<file path="config.mk">
export PLATFORM = sky130hd
export DESIGN_NAME = arm_bus_regbank
export DESIGN_NICKNAME = d
export VERILOG_FILES = /design/src/rtl/arm_bus_regbank.sv
export SDC_FILE = /design/constraint.sdc
export NUM_CORES = 1
export LEC_CHECK = 0
export ABC_AREA = 1
export CAP_MARGIN = 5
export CORE_MARGIN = 2
export CORE_UTILIZATION = 54
export CTS_CLUSTER_DIAMETER = 30
export DETAILED_ROUTE_END_ITERATION = 8
export GPL_TIMING_DRIVEN = 0
export PLACE_DENSITY = 0.9
export SYNTH_ARGS = -nofsm -noshare
export SYNTH_HDL_FRONTEND = slang
export SYNTH_SLANG_ARGS = --single-unit
</file>
<file path="constraint.sdc">
create_clock -name clk -period 22.4 [get_ports clk]
set_input_delay 6.72 -clock clk [delete_from_list [all_inputs] [get_ports clk]]
set_output_delay 6.72 -clock clk [all_outputs]
set_load 0.01 [all_outputs]
</file>
<file path="src/rtl/arm_bus_regbank.sv">
// ARM external-bus slave: strobe synchronisers, register bank with
// atomic 32-bit pairs, read-back mux and FIFO-pop strobe.
module arm_bus_regbank #(
    parameter int DATA_W = 16,
    parameter int ADDR_W = 8,
    parameter int NUM_REGS = 16,
    parameter int BASE_ADDR = 'h04,
    parameter int ADDR_STRIDE = 4,
    parameter logic [NUM_REGS-1:0] PAIR_MASK = {{(NUM_REGS-1){1'b0}}, 1'b1},
    parameter logic [NUM_REGS*DATA_W-1:0] RESET_VAL = '0,
    parameter int POP_ADDR = 'h80,
    parameter int SYNC_STAGES = 2
) (
    input  logic                       clk,
    input  logic                       reset,
    input  logic [ADDR_W-1:0]          arm_a,
    input  logic [DATA_W-1:0]          arm_d_in,
    output logic [DATA_W-1:0]          arm_d_out,
    output logic                       arm_d_oe,
    input  logic                       arm_ce_n,
    input  logic                       arm_oe_n,
    input  logic                       arm_we_n,
    input  logic [DATA_W-1:0]          ext_rd_data,
    output logic [NUM_REGS*DATA_W-1:0] reg_q,
    output logic [NUM_REGS-1:0]        wr_stb,
    output logic                       pop_stb
);

    localparam int S = SYNC_STAGES;
    localparam logic [NUM_REGS-1:0] HI =
        PAIR_MASK & {1'b0, {(NUM_REGS-1){1'b1}}};
    localparam logic [NUM_REGS:0] HIX = {1'b0, HI};

    function automatic logic [NUM_REGS-1:0] decode(input logic [ADDR_W-1:0] a);
        logic [NUM_REGS-1:0] hit;
        hit = '0;
        for (int k = 0; k < NUM_REGS; k++)
            hit[k] = (int'(a) == BASE_ADDR + k * ADDR_STRIDE);
        return hit;
    endfunction

    logic [S-1:0]          ce_sr, we_sr, oe_sr, flush_sr;
    logic                  wr_act, rd_act, wr_act_d, rd_act_d;
    logic                  wr_arm, rd_arm, flushed, commit;
    logic [ADDR_W-1:0]     hold_a;
    logic [DATA_W-1:0]     hold_d;
    logic [DATA_W-1:0]     shadow [NUM_REGS];
    logic [NUM_REGS-1:0]   wdec, rdec;
    logic [NUM_REGS:0]     wdec_x;

    assign wr_act  = ~ce_sr[S-1] & ~we_sr[S-1];
    assign rd_act  = ~ce_sr[S-1] & ~oe_sr[S-1];
    assign flushed = flush_sr[S-1];
    assign commit  = wr_act_d & ~wr_act & wr_arm;
    assign wdec    = decode(hold_a);
    assign wdec_x  = {1'b0, wdec};
    assign rdec    = decode(arm_a);

    always_ff @(posedge clk or posedge reset) begin
        if (reset) begin
            ce_sr    <= '1;
            we_sr    <= '1;
            oe_sr    <= '1;
            flush_sr <= '0;
            wr_act_d <= 1'b0;
            rd_act_d <= 1'b0;
            wr_arm   <= 1'b0;
            rd_arm   <= 1'b0;
            hold_a   <= '0;
            hold_d   <= '0;
            pop_stb  <= 1'b0;
        end else begin
            ce_sr    <= {ce_sr[S-2:0], arm_ce_n};
            we_sr    <= {we_sr[S-2:0], arm_we_n};
            oe_sr    <= {oe_sr[S-2:0], arm_oe_n};
            flush_sr <= {flush_sr[S-2:0], 1'b1};
            wr_act_d <= wr_act;
            rd_act_d <= rd_act;
            // An access already under way at reset release is never honoured
            wr_arm   <= wr_arm | (flushed & ~wr_act);
            rd_arm   <= rd_arm | (flushed & ~rd_act);
            if (wr_act) begin
                hold_a <= arm_a;
                hold_d <= arm_d_in;
            end
            pop_stb  <= rd_act & ~rd_act_d & rd_arm & ~wr_act &
                        (int'(arm_a) == POP_ADDR);
        end
    end

    always_ff @(posedge clk or posedge reset) begin
        if (reset) begin
            reg_q  <= RESET_VAL;
            wr_stb <= '0;
            for (int k = 0; k < NUM_REGS; k++)
                shadow[k] <= '0;
        end else begin
            wr_stb <= '0;
            if (commit) begin
                for (int k = 0; k < NUM_REGS; k++) begin
                    if (HI[k] && wdec[k])
                        shadow[k] <= hold_d;
                    if (!HI[k] && wdec[k]) begin
                        reg_q[k*DATA_W +: DATA_W] <= hold_d;
                        wr_stb[k] <= 1'b1;
                    end
                    // Low-half write releases the shadowed high half
                    if (HI[k] && wdec_x[k+1] && !HIX[k+1]) begin
                        reg_q[k*DATA_W +: DATA_W] <= shadow[k];
                        wr_stb[k] <= 1'b1;
                    end
                end
            end
        end
    end

    always_comb begin
        arm_d_out = ext_rd_data;
        for (int k = 0; k < NUM_REGS; k++)
            if (rdec[k])
                arm_d_out = reg_q[k*DATA_W +: DATA_W];
    end

    assign arm_d_oe = ~arm_ce_n & ~arm_oe_n;

endmodule

</file>
* Word level (Yosys, flattened, before mapping)
Index checks and enable logic that the tools add are counted.
W data, S select, Z words.
** Word-level totals
- Register bits after elaboration :: 325
- Bits in latches :: 0
- Bits in writable memories :: 0
- ROM bits :: 0
- Input bits :: 45
- Word-level logic and storage cells :: 130
- Memories :: 0
** Operators by class
- $add $sub $neg :: 0
- Multiply operators :: 0
- Div/mod/pow operators :: 0
- $lt $le $gt $ge :: 0
- Equal/unequal tests :: 33
- Shift operators :: 0
- Multiplexer cells :: 32
- Bitwise operators :: 21
- Reduce and logical (&&, ||, !) cells :: 16
** Operators by type and width (count)
- $mux W16 :: 17
- $eq A8 B7 Y1 const B :: 16
- $eq A8 B6 Y1 const B :: 8
- $eq A8 B5 Y1 const B :: 4
- $reduce_and A2 Y1 :: 16
- $eq A8 B8 Y1 const B :: 3
- $eq A8 B4 Y1 const B :: 2
- $mux W1 :: 15
- $and A1 B1 Y1 :: 11
- $not A1 Y1 :: 8
- $or A1 B1 Y1 :: 2

* Depth between registers and ports, before layout
- Depth in word-level cells :: 17
- Gate-level depth with buffers :: 23
- Mapped depth without buffers :: 22

* Worst setup path after synthesis
Ideal clock, no wire load.
- Kind :: input -> output
- From :: input arm_a[1]
- To :: output arm_d_out[7]
- Arrival :: 8368 ps
- Required time :: 15680 ps
- Slack :: 7312 ps
- Stages on the path :: 20
- Buffers on the path :: 1
- Cells stage by stage :: nor2_4 > nand2_2 > nor2_2 > inv_2 > nor2_4 > buf_2 > a21oi_1 > o21ai_1 > o211ai_1 > nand3_1 > nand2_1 > nand2_1 > nand2_1 > nand2_1 > nand3_1 > nand3_1 > nand2_1 > nand2_1 > nand2_1 > a21oi_1
** Between the ends
- Longest elaborated chain between the ends :: 17
- Elaborated cells between the ends (all ways) :: 32
- Classes of those cells :: eq/ne: 16; mux: 16
** RTL lines
- from (decl) :: RTL line 16 : input logic [ADDR_W-1:0] arm_a,
- $eq A8 B4 Y1 :: RTL line 38 : hit[k] = (int'(a) == BASE_ADDR + k * ADDR_STRIDE);
- $mux W16 (15 in a row) :: RTL line 120 : if (rdec[k])
- $mux W16 * :: RTL line 120
- to (decl) :: RTL line 18 : output logic [DATA_W-1:0] arm_d_out,
Every way passes the cells marked *; elsewhere a longest branch is shown, timed or not.

* Final worst setup path
- From :: input arm_a[2]
- To :: output arm_d_out[8]
Same word-level chain as after synthesis.

==> results.toml <==
[timing]
clock-skew-final_ns = 0.01397
setup_viol = 0
fin_crit_sh = 0.7736
finalSetupTns_ns = 0
fin_crit_ns = 17.33
fmax_ghz = 0.05771
slew_violations = 0
hold_viol = 0
rsz0062_at_grt = "false"
worst_slew_pin_slew_ns = 1.135
setup_ws_ns = 5.071
relSlewSlack = 0.2363

[route]
drc = 0
vias = 15380
first_iter_violations = 2362
antenna_left = 0
firstDrtPassIters = 5
via_per_inst = 5.859
wirelength_um = 58100
wire_per_inst_um = 22.13

[setup_path]
rr_startpoint = "ce_sr[1]"
r2r_cells = 10
rr_endpoint = "reg_q[65]"
r2r_slack_ns = 19.49
worstSetupStartpointType = "input pin"
endpoint_kind = "output pin"
path_common_cell = "nand2_1"
slowest_delay_ns = 0.65
worstPathArrival_ns = 10.61
worstPathCellList = "clkdlybuf4s50_1 > nand3_2 > nor2_2 > buf_6 > nand2_1 > a31oi_1 > nor2_1 > o21ai_1 > nand3_1 > a21o_1 > nand2_1 > nand3_1 > nand3_1 > nand2_1 > nand2_1 > nand2_1 > nand2_1 > nand2_1 > nand2_1 > clkdlybuf4s50_1"
cpMaxStageDelayCell = "clkdlybuf4s50_1"
crit_fanout = 10
critPathKind = "input pin to output pin"
crit_required_ns = 15.68

[grt]
grt_pass1_vias = 14736
grt_pass1_wl_um = 86260
grt_max_degree = 139
grt_use_total = 0.4036
grt-ovfl-total = 0
grt_antenna_before_repair = 3

[synth]
syn_area_per_cell_um2 = 8.000
yosys.area.top_type = "dfrtp_1"
netlist_area_um2 = 14670
synthTopCellsByArea = "dfrtp_1, nand2_1, o21ai_0"
synthCells = 1834
yosysUniqueCellTypes = 33
synth.top_cell.area_share = 0.5424
ys_seq_area_frac = 0.5531
ys_warn_count = 0
synth_nets = 1879
synth-seq-cells = 324

[final_layout]
area_growth_pct = 39.95
fillers = 1825
drive_gt1_frac = 0.07497
final_cells = 2625
final_core_util = 0.7661
nets = 2276

[worst_hold_path]
min_to = "we_sr[1]"
worstHoldPathCells = 0
min-delay-start = "we_sr[0]"
hp-class = "register to register"

[floorplan]
die_x_um = 168.8
fp.dieArea_um2 = 28500
core_area_um2 = 26800
rows = 60
start_util = 0.5474
fp.dieH_um = 168.8
io_pins = 335

[cts]
cts_buffers = 59
ctsResizeCount = 0
clock_path_buffers = 3
htree_levels = 2
clk_root_buffer_cell = "clkbuf_16"
cts_tree = "done"
postCtsSetupBuffers = 0
clkSinkCount = 324
cts-hold-fix-buffers = 0
cts.reportedPaths.clkPinSlew_ns = 0.06
clk_latency_ns = 0.58

[placement]
hpwl_um = 40860
globalplace.congestion = 0.9917
place_inst = 2511
port_buffers = 334
place_ws_ns = 5.329

[power]
total_power_mw = 1.650
vdd_drop_max_v = 0.00005692
powerDensity_nw_per_um2 = 80.37
p_leak_nw = 9.192

[run]
max-cap-violations = 0

[status]
status = "complete, no violations"
[worst max-delay path by stage]
stage                     startpoint      endpoint  slack (ns)  cells after the start
after floorplan                reset   flush_sr[0]        6.72                      1
after global placement         reset    reg_q[228]        3.30                      2
after detailed placement    arm_a[2]  arm_d_out[8]        5.33                     20
after CTS                   arm_a[2]  arm_d_out[8]        5.26                     20
after global routing        arm_a[2]  arm_d_out[1]        5.05                     21
final                       arm_a[2]  arm_d_out[8]        5.07                     20
[Yosys cell counts (all sizes together)]
cell    count
nand2     597
o21ai     353
dfrtp     318
inv       188
clkbuf     88
nand3      84
nor2       73
a21oi      63
buf        18
or2        14
o211ai     12
nor3        9
dfstp       6
a31oi       4
nor4        2
a21o        1
clkinv      1
conb        1
nand4       1
o21bai      1
[metal layers]
metal	global-route usage	wire length [µm]
met1	0.5257	21270
met2	0.6247	26060
met3	0.08978	7004
met4	0.2384	3769
met5	0	0
[flip-flops by register name, summed over array words and instances, names as in the netlist, 2 cells and up]
name / count
reg_q: 256
flush_sr: 2
we_sr: 2
hold_a: 8
ce_sr: 2
oe_sr: 2
wr_stb: 15
hold_d: 16
shadow: 16
[critical path: cells and delay by family]
family	cells	cell delay [ns]
simple gates	14	1.79
compound gates	3	0.69
buf+inv	3	1.39
[kinds of logic (layout without fill, tap and decap cells)]
family / Yosys count / in the layout / synth area share
AOI/OAI and AO/OA: 434 / 434 / 0.1508
buffers and inverters: 295 / 742 / 0.07846
DFF: 324 / 324 / 0.5531
other: 1 / 4 / 0.0002556
and+or+nand+nor: 780 / 780 / 0.2174
[final cells by class]
class                           instances  area [µm²]  share of cell area
Antenna cell                            3       7.507           0.0003656
Buffer                                106       441.7             0.02151
Clock buffer                           73        1620             0.07892
Clock inverter                         38       400.4             0.01950
Inverter                              189       716.9             0.03492
Multi-Input combinational cell       1215        5405              0.2633
Sequential cell                       324        8115              0.3952
Tap cell                              341       426.7             0.02078
Timing Repair Buffer                  336        3398              0.1655
[per-stage QoR]
stage               instance area (µm²)  hold WS, ns
floorplan                         14670       0.3312
detailed placement                18500       0.3434
CTS                               20520       0.3550
global route                      20530       0.3596
finish                            20530       0.3560
global placement                  18440       0.3326
[report_power, final]
part / switching [mW] / internal (mW) / leakage [nW]
Clock: 0.316 / 0.575 / 0.990
Sequential: 0.0176 / 0.603 / 4.44
Combinational: 0.0956 / 0.0431 / 3.76
Total: 0.430 / 1.22 / 9.19
[cell usage in the layout (no fill, tap or decap), drive strengths merged, types with 3 or more instances in the layout]
master	netlist	final
dfrtp	318	318
nor2	73	73
diode	0	3
clkinv	1	21
inv	188	196
buf	18	20
bufinv	0	5
o211ai	12	12
clkbuf	88	161
clkdlybuf4s50	0	334
nand2	597	597
nor3	9	9
dfstp	6	6
nand3	84	84
a31oi	4	4
clkinvlp	0	5
or2	14	14
a21oi	63	63
o21ai	353	353
(Power assumes the default switching activity.)
